`config.mk`:
```
export PLATFORM = sky130hd
export DESIGN_NAME = imem_loader
export DESIGN_NICKNAME = d
export VERILOG_FILES = /design/src/rtl/imem_loader_pkg.sv /design/src/rtl/loader_word_packer.sv /design/src/rtl/imem_loader.sv
export SDC_FILE = /design/constraint.sdc
export NUM_CORES = 1
export LEC_CHECK = 0
export CORE_UTILIZATION = 58
export CTS_BUF_LIST = sky130_fd_sc_hd__clkbuf_8
export DETAILED_ROUTE_END_ITERATION = 6
export PLACE_DENSITY = 0.83
export SETUP_SLACK_MARGIN = 0.4
export SLEW_MARGIN = 30
export SYNTH_ARGS = -nofsm -noshare
export SYNTH_HDL_FRONTEND = slang
export SYNTH_HIERARCHICAL = 1
export SYNTH_SLANG_ARGS = --single-unit
```
`constraint.sdc`:
```
create_clock -name clk -period 2.8 [get_ports clk]
set_input_delay 0.28 -clock clk [delete_from_list [all_inputs] [get_ports clk]]
set_output_delay 0.28 -clock clk [all_outputs]
set_load 0.02 [all_outputs]
```
`src/rtl/imem_loader_pkg.sv`:
```
// Shared definitions for the instruction-memory loader: FSM encoding, error codes, header size.
// Latency: n/a (package only).
// Backpressure: n/a (package only).
package imem_loader_pkg;

    typedef enum logic [2:0] {
        ST_IDLE   = 3'd0,
        ST_LEN_HI = 3'd1,
        ST_LEN_LO = 3'd2,
        ST_WORD   = 3'd3,
        ST_CHECK  = 3'd4
    } state_t;

    localparam logic [1:0] ERR_NONE  = 2'b00;
    localparam logic [1:0] ERR_LEN   = 2'b01;
    localparam logic [1:0] ERR_CSUM  = 2'b10;
    localparam logic [1:0] ERR_ABORT = 2'b11;

    // Number of big-endian length bytes that precede the word payload.
    localparam int HDR_BYTES = 2;

endpackage

```
`src/rtl/loader_word_packer.sv`:
```
// Packs accepted bytes big-endian into 32-bit words and keeps a running XOR of every packed byte.
// Latency: assembled word is combinational with the 4th byte; checksum updates on the accepting edge.
// Backpressure: none; consumes a byte on every cycle shift is high.
//
// Ports: clk, reset (async active-low), clr (restart packing and checksum),
//        shift (accept din), din, word_done (4th byte of a word is on din this cycle),
//        word (assembled word including din), csum (XOR of all bytes shifted so far).
module loader_word_packer (
    input  logic        clk,
    input  logic        reset,
    input  logic        clr,
    input  logic        shift,
    input  logic [7:0]  din,
    output logic        word_done,
    output logic [31:0] word,
    output logic [7:0]  csum
);

    logic [1:0]  byte_cnt_q;
    logic [23:0] shreg_q;
    logic [7:0]  csum_q;

    always_ff @(posedge clk or negedge reset) begin
        if (!reset) begin
            byte_cnt_q <= 2'd0;
            shreg_q    <= 24'd0;
            csum_q     <= 8'd0;
        end else if (clr) begin
            byte_cnt_q <= 2'd0;
            shreg_q    <= 24'd0;
            csum_q     <= 8'd0;
        end else if (shift) begin
            // Counter wraps 3 -> 0 on its own, ready for the next word.
            byte_cnt_q <= byte_cnt_q + 2'd1;
            shreg_q    <= {shreg_q[15:0], din};
            csum_q     <= csum_q ^ din;
        end
    end

    // Only three bytes are stored; the fourth is taken straight from din so the
    // word can be registered into the memory port on the same edge.
    assign word      = {shreg_q, din};
    assign word_done = shift && (byte_cnt_q == 2'd3);
    assign csum      = csum_q;

endmodule

```
`src/rtl/imem_loader.sv`:
```
// Loads a length-prefixed, checksummed byte stream into instruction memory and holds the core in reset until it verifies.
// Latency: memory write one cycle after the 4th byte of a word; done one cycle after the checksum byte.
// Backpressure: in_ready high in every active state; an accepted byte is never stalled.
//
// Ports: clk, reset (async active-low), start/abort pulses, in_valid/in_data/in_ready byte stream,
//        mem_we/mem_addr/mem_wdata memory write port, cpu_reset, busy, done, error, err_code.
module imem_loader
    import imem_loader_pkg::*;
#(
    parameter int ADDR_W    = 8,
    parameter int MAX_WORDS = 2 ** ADDR_W
) (
    input  logic              clk,
    input  logic              reset,
    input  logic              start,
    input  logic              abort,
    input  logic              in_valid,
    input  logic [7:0]        in_data,
    output logic              in_ready,
    output logic              mem_we,
    output logic [ADDR_W-1:0] mem_addr,
    output logic [31:0]       mem_wdata,
    output logic              cpu_reset,
    output logic              busy,
    output logic              done,
    output logic              error,
    output logic [1:0]        err_code
);

    localparam logic [31:0] MAX_WORDS_U = MAX_WORDS;

    state_t            state_q, state_d;
    logic [7:0]        len_hi_q;
    logic [15:0]       n_words_q;
    logic [ADDR_W-1:0] word_idx_q;
    logic              we_pend_q;
    logic              cpu_rst_q;

    logic              fire, wshift, sess_start, sess_abort;
    logic [15:0]       len_in;
    logic              len_too_big, last_word;
    logic              word_done;
    logic [31:0]       word_asm;
    logic [7:0]        csum;

    assign len_in      = {len_hi_q, in_data};
    assign len_too_big = {16'd0, len_in} > MAX_WORDS_U;
    assign last_word   = (32'(word_idx_q) + 32'd1) == {16'd0, n_words_q};

    // State register
    always_ff @(posedge clk or negedge reset) begin
        if (!reset) state_q <= ST_IDLE;
        else        state_q <= state_d;
    end

    // Next-state logic
    always_comb begin
        state_d = state_q;
        case (state_q)
            ST_IDLE:   if (start) state_d = ST_LEN_HI;
            ST_LEN_HI: if (fire)  state_d = ST_LEN_LO;
            ST_LEN_LO: begin
                if (fire) begin
                    if (len_in == 16'd0)  state_d = ST_CHECK;
                    else if (len_too_big) state_d = ST_IDLE;
                    else                  state_d = ST_WORD;
                end
            end
            ST_WORD:   if (fire && word_done && last_word) state_d = ST_CHECK;
            ST_CHECK:  if (fire) state_d = ST_IDLE;
            default:   state_d = ST_IDLE;
        endcase
        if (sess_abort) state_d = ST_IDLE;
    end

    // Output / decode logic
    always_comb begin
        in_ready   = (state_q != ST_IDLE);
        busy       = (state_q != ST_IDLE);
        sess_start = start && (state_q == ST_IDLE);
        sess_abort = abort && (state_q != ST_IDLE);
        // abort beats a byte offered in the same cycle
        fire       = in_valid && in_ready && !abort;
        wshift     = fire && (state_q == ST_WORD);
    end

    loader_word_packer u_packer (
        .clk       (clk),
        .reset     (reset),
        .clr       (sess_start),
        .shift     (wshift),
        .din       (in_data),
        .word_done (word_done),
        .word      (word_asm),
        .csum      (csum)
    );

    // Datapath and status registers
    always_ff @(posedge clk or negedge reset) begin
        if (!reset) begin
            len_hi_q   <= 8'd0;
            n_words_q  <= 16'd0;
            word_idx_q <= '0;
            we_pend_q  <= 1'b0;
            mem_addr   <= '0;
            mem_wdata  <= 32'd0;
            cpu_rst_q  <= 1'b1;
            done       <= 1'b0;
            error      <= 1'b0;
            err_code   <= ERR_NONE;
        end else begin
            we_pend_q <= 1'b0;
            done      <= 1'b0;
            // Core leaves reset the cycle after the done pulse; a start in that
            // same cycle takes priority because it is assigned later below.
            if (done) cpu_rst_q <= 1'b0;

            if (sess_start) begin
                error      <= 1'b0;
                err_code   <= ERR_NONE;
                cpu_rst_q  <= 1'b1;
                word_idx_q <= '0;
            end else if (sess_abort) begin
                error     <= 1'b1;
                err_code  <= ERR_ABORT;
                cpu_rst_q <= 1'b1;
            end else if (fire) begin
                case (state_q)
                    ST_LEN_HI: len_hi_q <= in_data;
                    ST_LEN_LO: begin
                        n_words_q <= len_in;
                        if (len_too_big) begin
                            error    <= 1'b1;
                            err_code <= ERR_LEN;
                        end
                    end
                    ST_WORD: begin
                        if (word_done) begin
                            we_pend_q <= 1'b1;
                            mem_addr  <= word_idx_q;
                            mem_wdata <= word_asm;
                            // Stop at the last index so the counter cannot wrap.
                            if (!last_word) word_idx_q <= word_idx_q + 1'b1;
                        end
                    end
                    ST_CHECK: begin
                        if (in_data == csum) begin
                            done <= 1'b1;
                        end else begin
                            error    <= 1'b1;
                            err_code <= ERR_CSUM;
                        end
                    end
                    default: ;
                endcase
            end
        end
    end

    // A write strobe still pending when abort arrives is dropped.
    assign mem_we    = we_pend_q && !abort;
    assign cpu_reset = cpu_rst_q;

endmodule
```
* Yosys cells after proc, flatten, opt, wreduce, memory -nomap -nowiden *
Index checks and enable logic that the tools add are counted.

storage, ports and cells
  word-level logic and storage cells = 109
  input bits = 13
  output and inout bits = 48
  flip-flop bits (word level) = 115

cells by class
  reduce and logical (&&, ||, !) cells = 26
  $add $sub $neg = 3
  equality and inequality tests = 16
  $lt $le $gt $ge = 1
  bitwise gates (word level) = 3
  muxes and demuxes = 46

operators with widths
  operator                                                                          number
  8-bit two-way mux                                                                 8
  24-bit two-way mux                                                                2
  3-bit two-way mux                                                                 7
  1-bit two-way mux                                                                 18
  9-bit by 16-bit equality test with 1-bit output                                   1
  16-bit by 9-bit greater-than comparator with 1-bit output, second input constant  1
  16-bit zero test                                                                  1
  2-bit two-way mux                                                                 8
  3-bit inequality test, second input constant                                      5
  3-bit one-hot mux with 5 select lines                                             1
  5-bit AND reduction                                                               3
  4-bit AND reduction                                                               3
  8-bit by 1-bit adder with 9-bit output, second input constant                     1
  1-bit logical AND                                                                 9
  3-bit nonzero test                                                                3
  8-bit by 1-bit adder with 8-bit output, second input constant                     1
  8-bit equality test                                                               1
  4-bit inequality test, second input constant                                      2
  2-bit nonzero test                                                                4
  8-bit bitwise XOR                                                                 1
  3-bit by 2-bit equality test with 1-bit output, second input constant             2
  2-bit inequality test, second input constant                                      2
  2-bit one-hot mux with 2 select lines                                             1
  4-bit nonzero test                                                                1
  other kinds (8)                                                                   9

* Depth between registers and ports, before layout *
  depth after elaboration = 10
  depth in mapped cells = 12
  mapped depth without buffers = 9

* Modules after synthesis *
The synthesis kept the hierarchy.

by module, submodules not included
  module              sequential area each (µm²)  area an instance (µm²)  instances  cells an instance
  imem_loader         2028.2                      3892.5                  1          400
  loader_word_packer  850.8                       1556.5                  1          129

* Worst setup path before layout *
No wires, ideal clock.

  kind = register to register
  start = register state_q[0]
  end = register word_idx_q[2]
  buffers on the path = 3
  library setup time = 120 ps
  arrival time = 2261 ps
  stages on the path, launching flop included = 11
  data required time = 2680 ps
  path slack = 419 ps
  clock period less this slack = 2381 ps
  cell sequence = dfrtp_1 buf_2 nor4bb_1 and2_2 buf_6 buf_4 and2_1 nand2_4 o32ai_2 nor2_2 a31o_2

between the ends
  longest elaborated chain between the ends = 7
  elaborated cells between the ends (all ways) = 16
  classes of those cells = eq/ne (3); mux (1); reduce/logical (12)

ends and longest elaborated chain
  item                               line                      source
  from (decl)                        imem_loader.sv:32         state_t state_q, state_d;
  from (signal assigned)             imem_loader.sv:53         else state_q <= state_d;
  3-bit nonzero test                 imem_loader.sv:78         in_ready = (state_q != ST_IDLE);
  1-bit logical AND (2 in a row)     imem_loader.sv:83         fire = in_valid && in_ready && !abort;
  1-bit logical AND (*)              imem_loader.sv:84         wshift = fire && (state_q == ST_WORD);
  net wshift                         imem_loader.sv:39         logic fire, wshift, sess_start, sess_abort;
  1-bit logical AND (*)              loader_word_packer.sv:43  assign word_done = shift && (byte_cnt_q == 2'd3);
  net word_done                      imem_loader.sv:42         logic word_done;
  2-bit nonzero test (no line) (*)   --
  5-bit AND reduction (no line) (*)  --
  to (signal assigned)               imem_loader.sv:143        if (!last_word) word_idx_q <= word_idx_q + 1'b1;
  to (decl)                          imem_loader.sv:35         logic [ADDR_W-1:0] word_idx_q;

The timed path passes the listed nets; every way through them passes the cells marked *.
A chain may end at the register's enable or synchronous reset.

* Final worst setup path *
  start = register n_words_q[9]
  end = register word_idx_q[1]

between the ends
  longest elaborated chain between the ends = 3

ends and longest elaborated chain
  item                                             line                source
  from (decl)                                      imem_loader.sv:34   logic [15:0] n_words_q;
  from (signal assigned)                           imem_loader.sv:131  n_words_q <= len_in;
  9-bit by 16-bit equality test with 1-bit output  imem_loader.sv:48   assign last_word = (32'(word_idx_q) + 32'd1) == {16'd0, n_words_q};
  2-bit inequality test (no line)                  --
  5-bit AND reduction (no line)                    --

No other way between the ends.

==> results.cfg <==
[setup_path]
path_cells = or4_4, nor4_2, o2111a_2, a21oi_2, nor2_2, mux2i_1
endpoint_kind = register
cp_top_family = simple AND/OR/NAND/NOR gates
ff2ff_path_depth = 6
crit_type = register to register
cp_num_buf_inv = 0
required_ps = 3150
crit_path_max_incr_delay_ps = 530
cp_data_arrival_time_ps = 2660
r2r_slack_ps = 500
worstPathMaxFanout = 8
crit_cells = 6
critPathLaunchType = register
slowest_stage = or4_4

[logic_synthesis]
synthCells = 529
syn-cell-area_um2 = 5450
synthDistinctLibCells = 61
yosysTopAreaCell = dfrtp_1
synth_top_cell_area_share_pct = 52.4
synthTopCellsByArea = dfrtp_1 52%, nand2_1 9.0%, mux2i_1 5.3%
syn-num-nets = 544
synth_ff_type = dfrtp_1
synth.ff_latch_count = 115
yosysWarnings = 6
async_flop_share_pct = 100
synth.avg_cell_area_um2 = 10.3
synth_edf_count = 0
synth.yosys.seq_area_share_pct = 52.8

[die]
rows = 35
die_x_um = 98.9
initial_utilization_pct = 59.5
ios = 61
coreArea_um2 = 9150
dieHeight_um = 98.9
die_area_um2 = 9790

[flow_run]
maxCapViolations = 0

[sta]
max_freq_mhz = 434
max_slew.worst_pin.slew_ps = 692
finalHoldWorstSlack_ps = 402
slew_viol_final = 0
rsz0062_at_grt = yes
hold_viol = 0
tns_ps = 0
finalSetupViolCount = 0
slew_headroom_pct = 53.8
fin_crit_sh_pct = 82.3
skew_ps = 7.65
min_period_ps = 2300

[drt]
antenna_left = 0
via_per_inst = 5.69
drt-pass1-iter-count = 7
via_count = 4046
routedWlPerCell_um = 16.9
drt-initial-drc-count = 268
drc = 2
routed_wl_mm = 12.0

[global_route]
grtUsageTotal_pct = 26.7
grt_pass1_vias = 3923
antenna_found_initial = 0
grt_pass1_wl_mm = 19.7
grt_max_degree = 69
gr-total-overflow = 0

[cells_and_area]
final_nets = 602
instances_no_fill = 711
drive_gt1_share_pct = 17.3
antenna_cells = 0
syn2layout_area_growth_pct = 18.6
final_common_cell = nand2_1
final_cell_mix = 131 x nand2_1, 112 x dfrtp_1, 59 x clkdlybuf4s50_1, 42 x nor2_1, 29 x mux2i_1

[clock_network]
clk_pin_slew_ps = 70
cts_tree = done
cts_buffers = 17
clockRootBuffer = clkbuf_8
clock_path_buffers = 2
h-tree-depth = 4
clk_latency_ps = 430
clock-sinks = 115

[placed_design]
place_hpwl_mm = 8.14
gp_congestion = 0.884
dp.cells = 678
numPortBuffers = 60

[power]
max-vdd-ir-drop_mv = 0.546
powerDensity_nw_per_um2 = 690
p_leak_nw = 3.04

[worst_hold_path]
min_path_type = input pin to asynchronous set/reset pin

[outcome]
status = finished with violations
violations = DRC
cell usage after synthesis (3+ instances only):
library cell    n
nand2_1       131
dfrtp_1       114
nor2_1         42
mux2i_1        29
mux2_2         25
clkbuf_1       13
buf_4          11
xnor2_1        10
a21oi_1         9
inv_1           9
nand3b_1        8
xor2_1          8
nand3_1         7
a21oi_2         6
buf_2           6
nor3_1          6
nor4_1          6
o21ai_0         6
a21bo_1         5
a31o_2          5
and2_1          5
a21bo_2         4
buf_6           4
nor2b_1         4
nor3b_1         4
a2bb2oi_1       3
and3_1          3
nand2b_1        3
o22a_2          3
state kept, by name (all words and copies together) (netlist names), 2 cells and up:
signal / count
mem_wdata: 32
u_packer/shreg_q: 24
n_words_q: 16
len_hi_q: 8
mem_addr: 8
u_packer/csum: 8
word_idx_q: 8
state_q: 3
err_code: 2
u_packer/byte_cnt_q: 2
repair_timing:
action	4_1_cts	5_1_grt
buffers inserted	0	0
hold buffers	1	0
endpoints found under the hold margin	47	0
endpoints found under the setup margin	0	13
gates resized for setup	0	3
cells by family (layout without fill, tap and decap cells):
group,Yosys count,in the layout,share of synthesized area (%)
simple gates,237,237,20.0
fa+ha+maj,2,2,0.459
flops,115,115,52.8
mux,54,54,10.5
xor+xnor,18,18,2.89
buf+inv,47,118,4.91
compound gates,56,56,8.40
worst reg2reg max path, cell delays in order (launching register included):
cell and delay, ps:
dfrtp_1 380, or4_4 530, nor4_2 270, o2111a_2 290, a21oi_2 130, nor2_2 410, mux2i_1 230
through the flow:
| step | power, mW | worst slack, ps | instance area [µm²] | util (%) |
|---|---|---|---|---|
| floorplan | 2.76 | 419 | 5450 | - |
| global placement | 3.03 | 390 | 6080 | 66.4 |
| detailed placement | 3.07 | 263 | 6080 | 66.4 |
| CTS | 4.48 | 469 | 6460 | 70.6 |
| global route | 4.66 | 345 | 6460 | 70.6 |
| finish | 4.46 | 495 | 6460 | 70.6 |
cell type report:
cell class | count | area [µm²]
sequential | 115 | 2880
fill | 672 | 2690
multi-input combinational | 367 | 2310
timing repair buffer | 76 | 733
clock buffer | 20 | 275
tap | 111 | 139
clock inverter | 12 | 91.3
inverter | 10 | 37.5
final timing paths:
kind	endpoint	from
hold / removal	mem_wdata[29]$_DFFE_PN0P_	reset
min in group clk	cpu_reset$_DFFE_PN1P_	done$_DFF_PN0_
hold reg to reg	cpu_reset$_DFFE_PN1P_	done$_DFF_PN0_
setup / recovery	word_idx_q[1]$_DFFE_PN0P_	n_words_q[9]$_DFFE_PN0P_
setup reg to reg	word_idx_q[1]$_DFFE_PN0P_	n_words_q[9]$_DFFE_PN0P_
max in group asynchronous	cpu_reset$_DFFE_PN1P_	reset
where the power goes:
part	switching (mW)	internal, mW
Sequential	0.231	1.90
Clock	0.659	0.753
Combinational	0.462	0.455
per-layer routing:
metal | part of all wire, % | global-route usage (%)
met5 | 0 | 0
met4 | 2.2 | 10.6
met3 | 5.6 | 6.10
met2 | 48 | 41.3
met1 | 44 | 36.8
No activity file was read; power rests on OpenSTA's default activity.
